$ cat src/rtl/csr_register_file_pkg.sv
// Shared CSR address map, write-op encodings, mstatus layout and decode helpers.
package csr_register_file_pkg;

    // Machine-mode CSR addresses
    localparam logic [11:0] CsrMstatus   = 12'h300;
    localparam logic [11:0] CsrMisa      = 12'h301;
    localparam logic [11:0] CsrMie       = 12'h304;
    localparam logic [11:0] CsrMtvec     = 12'h305;
    localparam logic [11:0] CsrMscratch  = 12'h340;
    localparam logic [11:0] CsrMepc      = 12'h341;
    localparam logic [11:0] CsrMcause    = 12'h342;
    localparam logic [11:0] CsrMtval     = 12'h343;
    localparam logic [11:0] CsrMip       = 12'h344;
    localparam logic [11:0] CsrMcycle    = 12'hB00;
    localparam logic [11:0] CsrMcycleh   = 12'hB80;
    localparam logic [11:0] CsrMinstret  = 12'hB02;
    localparam logic [11:0] CsrMinstreth = 12'hB82;
    // Read-only user-level aliases of the counters
    localparam logic [11:0] CsrCycle     = 12'hC00;
    localparam logic [11:0] CsrCycleh    = 12'hC80;
    localparam logic [11:0] CsrInstret   = 12'hC02;
    localparam logic [11:0] CsrInstreth  = 12'hC82;

    // mstatus field positions; MPP is hardwired to machine mode
    localparam int unsigned MstatusMieBit  = 3;
    localparam int unsigned MstatusMpieBit = 7;
    localparam logic [31:0] MstatusMppM    = 32'h0000_1800;

    typedef enum logic [1:0] {
        WdWrite    = 2'b00,
        WdSet      = 2'b01,
        WdClear    = 2'b10,
        WdReserved = 2'b11
    } csr_wd_sel_e;

    // Decoded storage target; aliases share the target of their machine counterpart
    typedef enum logic [3:0] {
        SelNone,
        SelMstatus,
        SelMisa,
        SelMie,
        SelMtvec,
        SelMscratch,
        SelMepc,
        SelMcause,
        SelMtval,
        SelMip,
        SelMcycle,
        SelMcycleh,
        SelMinstret,
        SelMinstreth
    } csr_sel_e;

    function automatic csr_sel_e csr_decode(input logic [11:0] addr);
        csr_sel_e sel;
        case (addr)
            CsrMstatus:               sel = SelMstatus;
            CsrMisa:                  sel = SelMisa;
            CsrMie:                   sel = SelMie;
            CsrMtvec:                 sel = SelMtvec;
            CsrMscratch:              sel = SelMscratch;
            CsrMepc:                  sel = SelMepc;
            CsrMcause:                sel = SelMcause;
            CsrMtval:                 sel = SelMtval;
            CsrMip:                   sel = SelMip;
            CsrMcycle,   CsrCycle:    sel = SelMcycle;
            CsrMcycleh,  CsrCycleh:   sel = SelMcycleh;
            CsrMinstret, CsrInstret:  sel = SelMinstret;
            CsrMinstreth, CsrInstreth: sel = SelMinstreth;
            default:                  sel = SelNone;
        endcase
        return sel;
    endfunction

    // addr[11:10]==11 is the read-only CSR space; misa is read-only here as well
    function automatic logic csr_is_read_only(input logic [11:0] addr);
        return (addr[11:10] == 2'b11) || (addr == CsrMisa);
    endfunction

    function automatic logic [31:0] csr_apply_op(input csr_wd_sel_e op,
                                                 input logic [31:0] old_val,
                                                 input logic [31:0] src);
        logic [31:0] res;
        case (op)
            WdSet:   res = old_val | src;
            WdClear: res = old_val & ~src;
            default: res = src;  // write, and the reserved encoding
        endcase
        return res;
    endfunction

    function automatic logic [31:0] mstatus_pack(input logic mie, input logic mpie);
        logic [31:0] val;
        val = MstatusMppM;
        val[MstatusMieBit]  = mie;
        val[MstatusMpieBit] = mpie;
        return val;
    endfunction

endpackage

$ cat src/rtl/csr_counter64.sv
// 64-bit counter with increment enable and independent 32-bit half writes.
module csr_counter64 (
    input  logic        clk_i,
    input  logic        rst_ni,
    input  logic        inc_i,
    input  logic        lo_we_i,
    input  logic        hi_we_i,
    input  logic [31:0] wdata_i,
    output logic [63:0] value_o
);

    logic [31:0] lo_q, lo_d;
    logic [31:0] hi_q, hi_d;
    logic        lo_carry;

    // Written half takes wdata; a lo write suppresses both its increment and the carry
    always_comb begin
        lo_d     = lo_q;
        hi_d     = hi_q;
        lo_carry = inc_i & ~lo_we_i & (lo_q == 32'hFFFF_FFFF);
        if (lo_we_i) begin
            lo_d = wdata_i;
        end else if (inc_i) begin
            lo_d = lo_q + 32'd1;
        end
        if (hi_we_i) begin
            hi_d = wdata_i;
        end else if (lo_carry) begin
            hi_d = hi_q + 32'd1;
        end
    end

    // Counter state
    always_ff @(posedge clk_i or negedge rst_ni) begin
        if (!rst_ni) begin
            lo_q <= '0;
            hi_q <= '0;
        end else begin
            lo_q <= lo_d;
            hi_q <= hi_d;
        end
    end

    assign value_o = {hi_q, lo_q};

endmodule

$ cat src/rtl/csr_register_file.sv
// Machine-mode CSR storage/update unit for the EX stage: read-modify-write, counters, trap state.
module csr_register_file
    import csr_register_file_pkg::*;
#(
    parameter logic [31:0] MTVEC_RESET  = 32'h0000_0000,
    parameter logic [31:0] MISA_VALUE   = 32'h4000_0100,
    parameter bit          HAS_COUNTERS = 1'b1
) (
    input  logic        clk,
    input  logic        rst,
    input  logic [11:0] csr_addr,
    input  logic [31:0] rs1_data,
    input  logic [4:0]  zimm,
    input  logic        rd1_rs1_sel,
    input  logic        csr_reg_wr,
    input  logic        csr_reg_rd,
    input  logic [1:0]  csr_wd_select,
    input  logic        ex_stall,
    input  logic        instr_retire,
    input  logic        trap_valid,
    input  logic [31:0] trap_cause,
    input  logic [31:0] trap_pc,
    input  logic [31:0] trap_val,
    input  logic        mret_valid,
    output logic [31:0] csr_rdata,
    output logic        csr_illegal,
    output logic [31:0] mtvec_o,
    output logic [31:0] mepc_o,
    output logic        mie_global
);

    localparam logic [31:0] MtvecResetVal = MTVEC_RESET & ~32'h3;

    logic        mstatus_mie_q, mstatus_mie_d;
    logic        mstatus_mpie_q, mstatus_mpie_d;
    logic [31:0] mie_q, mie_d;
    logic [31:0] mtvec_q, mtvec_d;
    logic [31:0] mscratch_q, mscratch_d;
    logic [31:0] mepc_q, mepc_d;
    logic [31:0] mcause_q, mcause_d;
    logic [31:0] mtval_q, mtval_d;

    csr_sel_e    sel;
    logic        read_only;
    logic        csr_we;
    logic [31:0] src;
    logic [31:0] old_val;
    logic [31:0] new_val;
    logic [63:0] mcycle;
    logic [63:0] minstret;
    logic        retire_en;

    // Address decode, legality and write qualification
    always_comb begin
        sel         = csr_decode(csr_addr);
        read_only   = csr_is_read_only(csr_addr);
        csr_illegal = (csr_reg_rd | csr_reg_wr) &
                      ((sel == SelNone) | (csr_reg_wr & read_only));
        csr_we      = csr_reg_wr & ~ex_stall & ~csr_illegal & ~trap_valid;
        retire_en   = instr_retire & ~ex_stall;
    end

    // Pre-write CSR value; this is both the read data and the RMW operand
    always_comb begin
        old_val = '0;
        case (sel)
            SelMstatus:   old_val = mstatus_pack(mstatus_mie_q, mstatus_mpie_q);
            SelMisa:      old_val = MISA_VALUE;
            SelMie:       old_val = mie_q;
            SelMtvec:     old_val = mtvec_q;
            SelMscratch:  old_val = mscratch_q;
            SelMepc:      old_val = mepc_q;
            SelMcause:    old_val = mcause_q;
            SelMtval:     old_val = mtval_q;
            SelMcycle:    old_val = mcycle[31:0];
            SelMcycleh:   old_val = mcycle[63:32];
            SelMinstret:  old_val = minstret[31:0];
            SelMinstreth: old_val = minstret[63:32];
            default:      old_val = '0;  // mip and unimplemented addresses
        endcase
    end

    // Write-data operand and set/clear/write combination
    always_comb begin
        src       = rd1_rs1_sel ? {27'b0, zimm} : rs1_data;
        new_val   = csr_apply_op(csr_wd_sel_e'(csr_wd_select), old_val, src);
        csr_rdata = csr_reg_rd ? old_val : 32'h0;
    end

    // Next state: trap beats CSR write and mret; mret overrides a same-cycle mstatus write
    always_comb begin
        mstatus_mie_d  = mstatus_mie_q;
        mstatus_mpie_d = mstatus_mpie_q;
        mie_d          = mie_q;
        mtvec_d        = mtvec_q;
        mscratch_d     = mscratch_q;
        mepc_d         = mepc_q;
        mcause_d       = mcause_q;
        mtval_d        = mtval_q;
        if (trap_valid) begin
            mepc_d         = trap_pc & ~32'h3;
            mcause_d       = trap_cause;
            mtval_d        = trap_val;
            mstatus_mpie_d = mstatus_mie_q;
            mstatus_mie_d  = 1'b0;
        end else begin
            if (csr_we) begin
                case (sel)
                    SelMstatus: begin
                        mstatus_mie_d  = new_val[MstatusMieBit];
                        mstatus_mpie_d = new_val[MstatusMpieBit];
                    end
                    SelMie:      mie_d      = new_val;
                    SelMtvec:    mtvec_d    = {new_val[31:2], 2'b00};
                    SelMscratch: mscratch_d = new_val;
                    SelMepc:     mepc_d     = {new_val[31:2], 2'b00};
                    SelMcause:   mcause_d   = new_val;
                    SelMtval:    mtval_d    = new_val;
                    default: ;  // counters handled below; misa/mip ignore writes
                endcase
            end
            if (mret_valid) begin
                mstatus_mie_d  = mstatus_mpie_q;
                mstatus_mpie_d = 1'b1;
            end
        end
    end

    // CSR state registers
    always_ff @(posedge clk or negedge rst) begin
        if (!rst) begin
            mstatus_mie_q  <= 1'b0;
            mstatus_mpie_q <= 1'b0;
            mie_q          <= '0;
            mtvec_q        <= MtvecResetVal;
            mscratch_q     <= '0;
            mepc_q         <= '0;
            mcause_q       <= '0;
            mtval_q        <= '0;
        end else begin
            mstatus_mie_q  <= mstatus_mie_d;
            mstatus_mpie_q <= mstatus_mpie_d;
            mie_q          <= mie_d;
            mtvec_q        <= mtvec_d;
            mscratch_q     <= mscratch_d;
            mepc_q         <= mepc_d;
            mcause_q       <= mcause_d;
            mtval_q        <= mtval_d;
        end
    end

    if (HAS_COUNTERS) begin : g_counters
        csr_counter64 u_mcycle (
            .clk_i   (clk),
            .rst_ni  (rst),
            .inc_i   (1'b1),
            .lo_we_i (csr_we & (sel == SelMcycle)),
            .hi_we_i (csr_we & (sel == SelMcycleh)),
            .wdata_i (new_val),
            .value_o (mcycle)
        );

        csr_counter64 u_minstret (
            .clk_i   (clk),
            .rst_ni  (rst),
            .inc_i   (retire_en),
            .lo_we_i (csr_we & (sel == SelMinstret)),
            .hi_we_i (csr_we & (sel == SelMinstreth)),
            .wdata_i (new_val),
            .value_o (minstret)
        );
    end else begin : g_no_counters
        assign mcycle   = '0;
        assign minstret = '0;
    end

    assign mtvec_o    = mtvec_q;
    assign mepc_o     = mepc_q;
    assign mie_global = mstatus_mie_q;

endmodule

$ cat config.mk
export PLATFORM = sky130hd
export DESIGN_NAME = csr_register_file
export DESIGN_NICKNAME = d
export VERILOG_FILES = /design/src/rtl/csr_register_file_pkg.sv /design/src/rtl/csr_counter64.sv /design/src/rtl/csr_register_file.sv
export SDC_FILE = /design/constraint.sdc
export NUM_CORES = 1
export LEC_CHECK = 0
export BUFFER_PORTS_ARGS = -buffer_cell sky130_fd_sc_hd__buf_2
export CAP_MARGIN = 0
export CORE_MARGIN = 5
export CORE_UTILIZATION = 35
export DETAILED_ROUTE_END_ITERATION = 7
export HOLD_SLACK_MARGIN = 0.03
export SETUP_SLACK_MARGIN = 0.4
export SYNTH_ARGS = -nofsm -noshare
export SYNTH_HDL_FRONTEND = slang
export SYNTH_SLANG_ARGS = --single-unit
$ cat constraint.sdc
create_clock -name clk -period 5.64 [get_ports clk]
set_input_delay 0.564 -clock clk [delete_from_list [all_inputs] [get_ports clk]]
set_output_delay 0.564 -clock clk [all_outputs]
set_load 0.01 [all_outputs]
==> Yosys cells after proc, flatten, opt, wreduce, memory -nomap -nowiden <==
Index checks and enable logic that the tools add are counted.
{ "totals": {"register_bits": 320, "latch_bits": 0, "ramBits": 0, "romBits": 0, "out_inout_bits": 98, "wordCells": 124, "mem_count": 0} }
{ "op_classes": {"add_sub_neg": 4, "mul": 0, "n_div": 0, "magnitude_cmp": 0, "eq_ne": 34, "n_shift": 0, "muxes": 29, "bitwise": 23, "reduce_logical": 22} }
{ "op_table": {"columns": ["op", "n"], "rows": [
  ["$mux 32", 18],
  ["$pmux 32 s12", 1],
  ["$add 32x1->32 const B", 4],
  ["$eq 12x10->1 const B", 9],
  ["$eq 12x12->1 const B", 8],
  ["$eq 32x32->1 const B", 2],
  ["$pmux 32 s2", 1],
  ["$pmux 4 s13", 1],
  ["$and 32x32->32", 1],
  ["$not 32->32", 1],
  ["$or 32x32->32", 1],
  ["$eq 4x4->1 const B", 5],
  ["$eq 4x3->1 const B", 4],
  ["$reduce_bool 2->1", 7],
  ["$and 1x1->1", 13],
  ["$reduce_and 3->1", 3],
  ["$eq 4x2->1 const B", 2],
  ["$mux 1", 8],
  ["$reduce_and 2->1", 4],
  ["$reduce_or 2->1", 4],
  ["$reduce_bool 3->1", 2],
  ["$not 1->1", 5],
  ["$eq 2x2->1 const B", 2],
  ["$eq 4x1->1 const B", 1],
  ["other kinds (4)", 5]
]} }

==> Logic depth before layout (Yosys ltp) <==
{ "depth": {"ltp_word": 15, "depth_mapped": 12, "ltp_nobuf": 9} }

==> By module <==
A second synthesis with hierarchy kept.
{ "hier_totals": {"cells_unflattened": 2196, "area_unflattened_um2": 19268.5} }
{ "modules_own_cells": {"columns": ["module", "instances", "cells_each", "area_each_um2"], "rows": [
  ["csr_register_file", 1, 1307, 11607.4],
  ["csr_counter64 at g_counters.u_mcycle", 1, 454, 3902.5],
  ["csr_counter64 at g_counters.u_minstret", 1, 435, 3758.6]
]} }

==> Worst setup path after synthesis <==
No wires, ideal clock.
{ "synth_timing": {"kind": "input to output", "from": "in csr_addr[8]", "to": "out csr_rdata[19]", "t_arrival_ns": 2.824, "required_time_ns": 5.076, "slack_ns": 2.252, "stages": 9, "path_buffers": 2, "path_cell_list": "or3b_1 -> buf_2 -> a2111oi_4 -> nor2_2 -> buf_6 -> mux2_2 -> a221o_1 -> a221o_1 -> and2_1"} }
{ "synth_via": {"elab_chain_cells": 6} }
{ "synth_lines": {"columns": ["element", "line_no", "rtl"], "rows": [
  ["start: declaration", "csr_register_file.sv:11", "input logic [11:0] csr_addr,"],
  ["$eq 12x12->1", "csr_register_file_pkg.sv:56", "case (addr)"],
  ["$reduce_or 2->1", "csr_register_file_pkg.sv:56", null],
  ["$pmux 4 s13 (*)", "csr_register_file_pkg.sv:56", null],
  ["$eq 4x4->1, or another cell as far along", "csr_register_file.sv:66", "case (sel)"],
  ["$pmux 32 s12 (*)", "csr_register_file.sv:66", null],
  ["$mux 32 (*)", "csr_register_file.sv:87", "csr_rdata = csr_reg_rd ? old_val : 32'h0;"],
  ["end: declaration", "csr_register_file.sv:25", "output logic [31:0] csr_rdata,"]
]} }
Every way passes the cells marked *; elsewhere a longest branch is shown, timed or not.

==> Worst setup path after layout <==
{ "layout_timing": {"from": "in csr_addr[6]", "to": "out csr_rdata[22]"} }
Same word-level chain as after synthesis.

==> results_dict.tcl <==
set metrics [dict create \
    cp_slowest_cell "o21a_1" \
    p_per_area_nw_per_um2 260 \
    dieHeight_um 241 \
    skew_ps 21.2 \
    place_hpwl_um 54100 \
    fp-row-count 84 \
    vias_per_cell 5.91 \
    min_period_ps 4620 \
    cts_num_sinks 318 \
    cts_buffer_depth 3 \
    final_nets 2498 \
    max_stage_delay_ps 950 \
    worstPathArrival_ps 4050 \
    cts_tree "yes" \
    synth.cell_area_um2 18600 \
    yosys_register_bits 318 \
    setup_viol 0 \
    antenna_found_initial 2 \
    start_util_pct 35.3 \
    rrSetupSlack_ps 2340 \
    crit_path_frequent_cell "buf_2" \
    port_buffers 247 \
    slew_headroom_pct 20.7 \
    critical_path_class "in -> out" \
    hp-class "in -> async" \
    synth.distinct_cells 87 \
    ios 254 \
    n_antenna_cell 0 \
    grt_max_degree 107 \
    yosysSeqAreaShare_pct 42.8 \
    postLayoutCellArea_um2 21900 \
    cts_setup_buffers 0 \
    hold_buffers 0 \
    cts_resized 0 \
    rsz0062_at_grt "false" \
    core_um2 52700 \
    tns_ps 0 \
    synth_edf_count 0 \
    wl_um 74200 \
    final_cell_mix "dfrtp_1, nand2_1, buf_2" \
    drive_gt1_share_pct 18.7 \
    path_clk_slew_ps 60 \
    p_total_mw 5.69 \
    layout_commonest_cell "dfrtp_1" \
    grtUsageTotal_pct 24.7 \
    wl_per_cell_um 24.3 \
    path_max_fanout 26 \
    overflow 0 \
    slew_violations 0 \
    fmax_ghz 0.217 \
    gp_congestion 0.908 \
    drc 0 \
    grt_pass1_vias 17200 \
    status "finished clean" \
    vias 18000 \
    worstPathRequired_ps 5080 \
    cp-start-kind "primary input" \
    synthArstFlopShare_pct 100 \
    cts_made_buffers 38 \
    postSynthCellCount 2146 \
    fin_crit_sh_pct 81.9 \
    crit_chain "buf_2 -> or4b_1 -> a2111oi_4 -> o21a_1 -> a2111oi_0 -> o221a_2 -> nor2_1 -> buf_2" \
    ys.flop_type "dfrtp_1" \
    htree_levels 2 \
    ant_nets 0 \
    reg2regPathDepth 9 \
    ys_warn_count 0 \
    dieArea_um2 57900 \
    place_area_um2 20600 \
    drt_iter0_drc 1781 \
    peakVddDrop_mv 0.152 \
    die_w_um 241 \
    dr.pass1.iters 8 \
    syn_avg_cell_area_um2 8.67 \
    area_growth_pct 17.7 \
    cap_violations 0 \
    clkLatencyLatePin_ps 550 \
    endpoint_kind "primary output" \
    cts_root_buf "clkbuf_16" \
    hold_viol 0 \
    leakage_nw 9.46 \
    grt_pass1_wl_um 110000 \
    worst_pin_slew_ps 1190 \
]
[area by class of cell]
| cell class | count | area [um^2] |
|---|---|---|
| Clock buffer | 50 | 1120 |
| Clock inverter | 17 | 171 |
| Fill cell | 5250 | 30800 |
| Inverter | 32 | 120 |
| Multi-Input combinational cell | 1641 | 9990 |
| Sequential cell | 318 | 7960 |
| Tap cell | 688 | 861 |
| Timing Repair Buffer | 305 | 1680 |
[per-layer routing]
| layer | track usage (%) | routed length [um] | vias up |
|---|---|---|---|
| met2 | 38.5 | 33400 | 817 |
| met4 | 7.41 | 2220 | 4 |
| met1 | 34.6 | 31600 | 8917 |
| met5 | 0 | 21 | - |
| li1 | - | - | 8184 |
| met3 | 5.62 | 6930 | 122 |
[cells in the mapped netlist (23+ instances only)]
cell type,number,area (um^2)
a22oi_1,63,473
nor3b_1,32,240
xnor2_1,83,727
mux2i_1,29,290
nand2_1,251,942
dfrtp_1,318,7960
nor2b_1,23,144
and2_1,30,188
and3_1,63,394
clkbuf_1,122,458
xor2_1,30,263
o21ai_0,230,1150
a21oi_1,198,991
nand4_1,39,244
nand3_1,58,290
nor2_1,159,597
inv_1,31,116
[final timing paths]
| path | start | to |
|---|---|---|
| hold reg to reg | mie_q[3]$_DFFE_PN0P_ | mie_q[3]$_DFFE_PN0P_ |
| hold / removal | rst | mtvec_o[28]$_DFFE_PN0P_ |
| min in group clk | trap_pc[27] | mepc_o[27]$_DFFE_PN0P_ |
| max in group asynchronous | rst | mcause_q[20]$_DFFE_PN0P_ |
| setup / recovery | csr_addr[6] | csr_rdata[22] |
| setup reg to reg | g_counters.u_minstret.lo_q[1]$_DFFE_PN0P_ | g_counters.u_minstret.hi_q[23]$_DFFE_PN0P_ |
[critical path: cells and delay by family]
family | cells | cell delay, ps
AOI/OAI and AO/OA | 4 | 2250
buffers and inverters | 2 | 380
and+or+nand+nor | 2 | 850
[flip-flops by register name, indices dropped and copies added (netlist names)]
signal / count
mscratch_q: 32
g_counters.u_mcycle.hi_q: 32
mtval_q: 32
mie_global: 1
mepc_o: 30
mie_q: 32
g_counters.u_minstret.lo_q: 32
g_counters.u_minstret.hi_q: 32
mstatus_mpie_q: 1
mcause_q: 32
g_counters.u_mcycle.lo_q: 32
mtvec_o: 30
[kinds of logic after synthesis]
logic type	after synthesis	share of synthesized area (%)
AO/OA/AOI/OAI	723	24.8
buffers and inverters	190	4.19
multiplexers	42	2.35
other	1	0.0202
adder cells (fa/ha/maj)	6	0.403
AND/OR/NAND/NOR	753	20.2
flip-flops	318	42.8
XOR/XNOR	113	5.32
[stage by stage]
stage / worst slack (ps) / std cells / hold slack, ps / util (%)
after detailed placement: 1040 / 2984 / 464 / 39.1
after global placement: 1030 / 2984 / 454 / 39.1
after CTS: 1060 / 3051 / 92.5 / 41.6
after global routing: 941 / 3051 / 142 / 41.6
final: 1020 / 3051 / 49.8 / 41.6
after floorplan: 2250 / 2149 / 268 / -
[report_power, final]
| group | internal, mW | leakage [nW] | switching, mW |
|---|---|---|---|
| clock network | 1.53 | 0.638 | 1.02 |
| logic | 0.231 | 4.62 | 0.408 |
| registers | 2.39 | 4.20 | 0.104 |
| total | 4.15 | 9.46 | 1.54 |
Note: power is estimated with default switching activity, not from simulation.
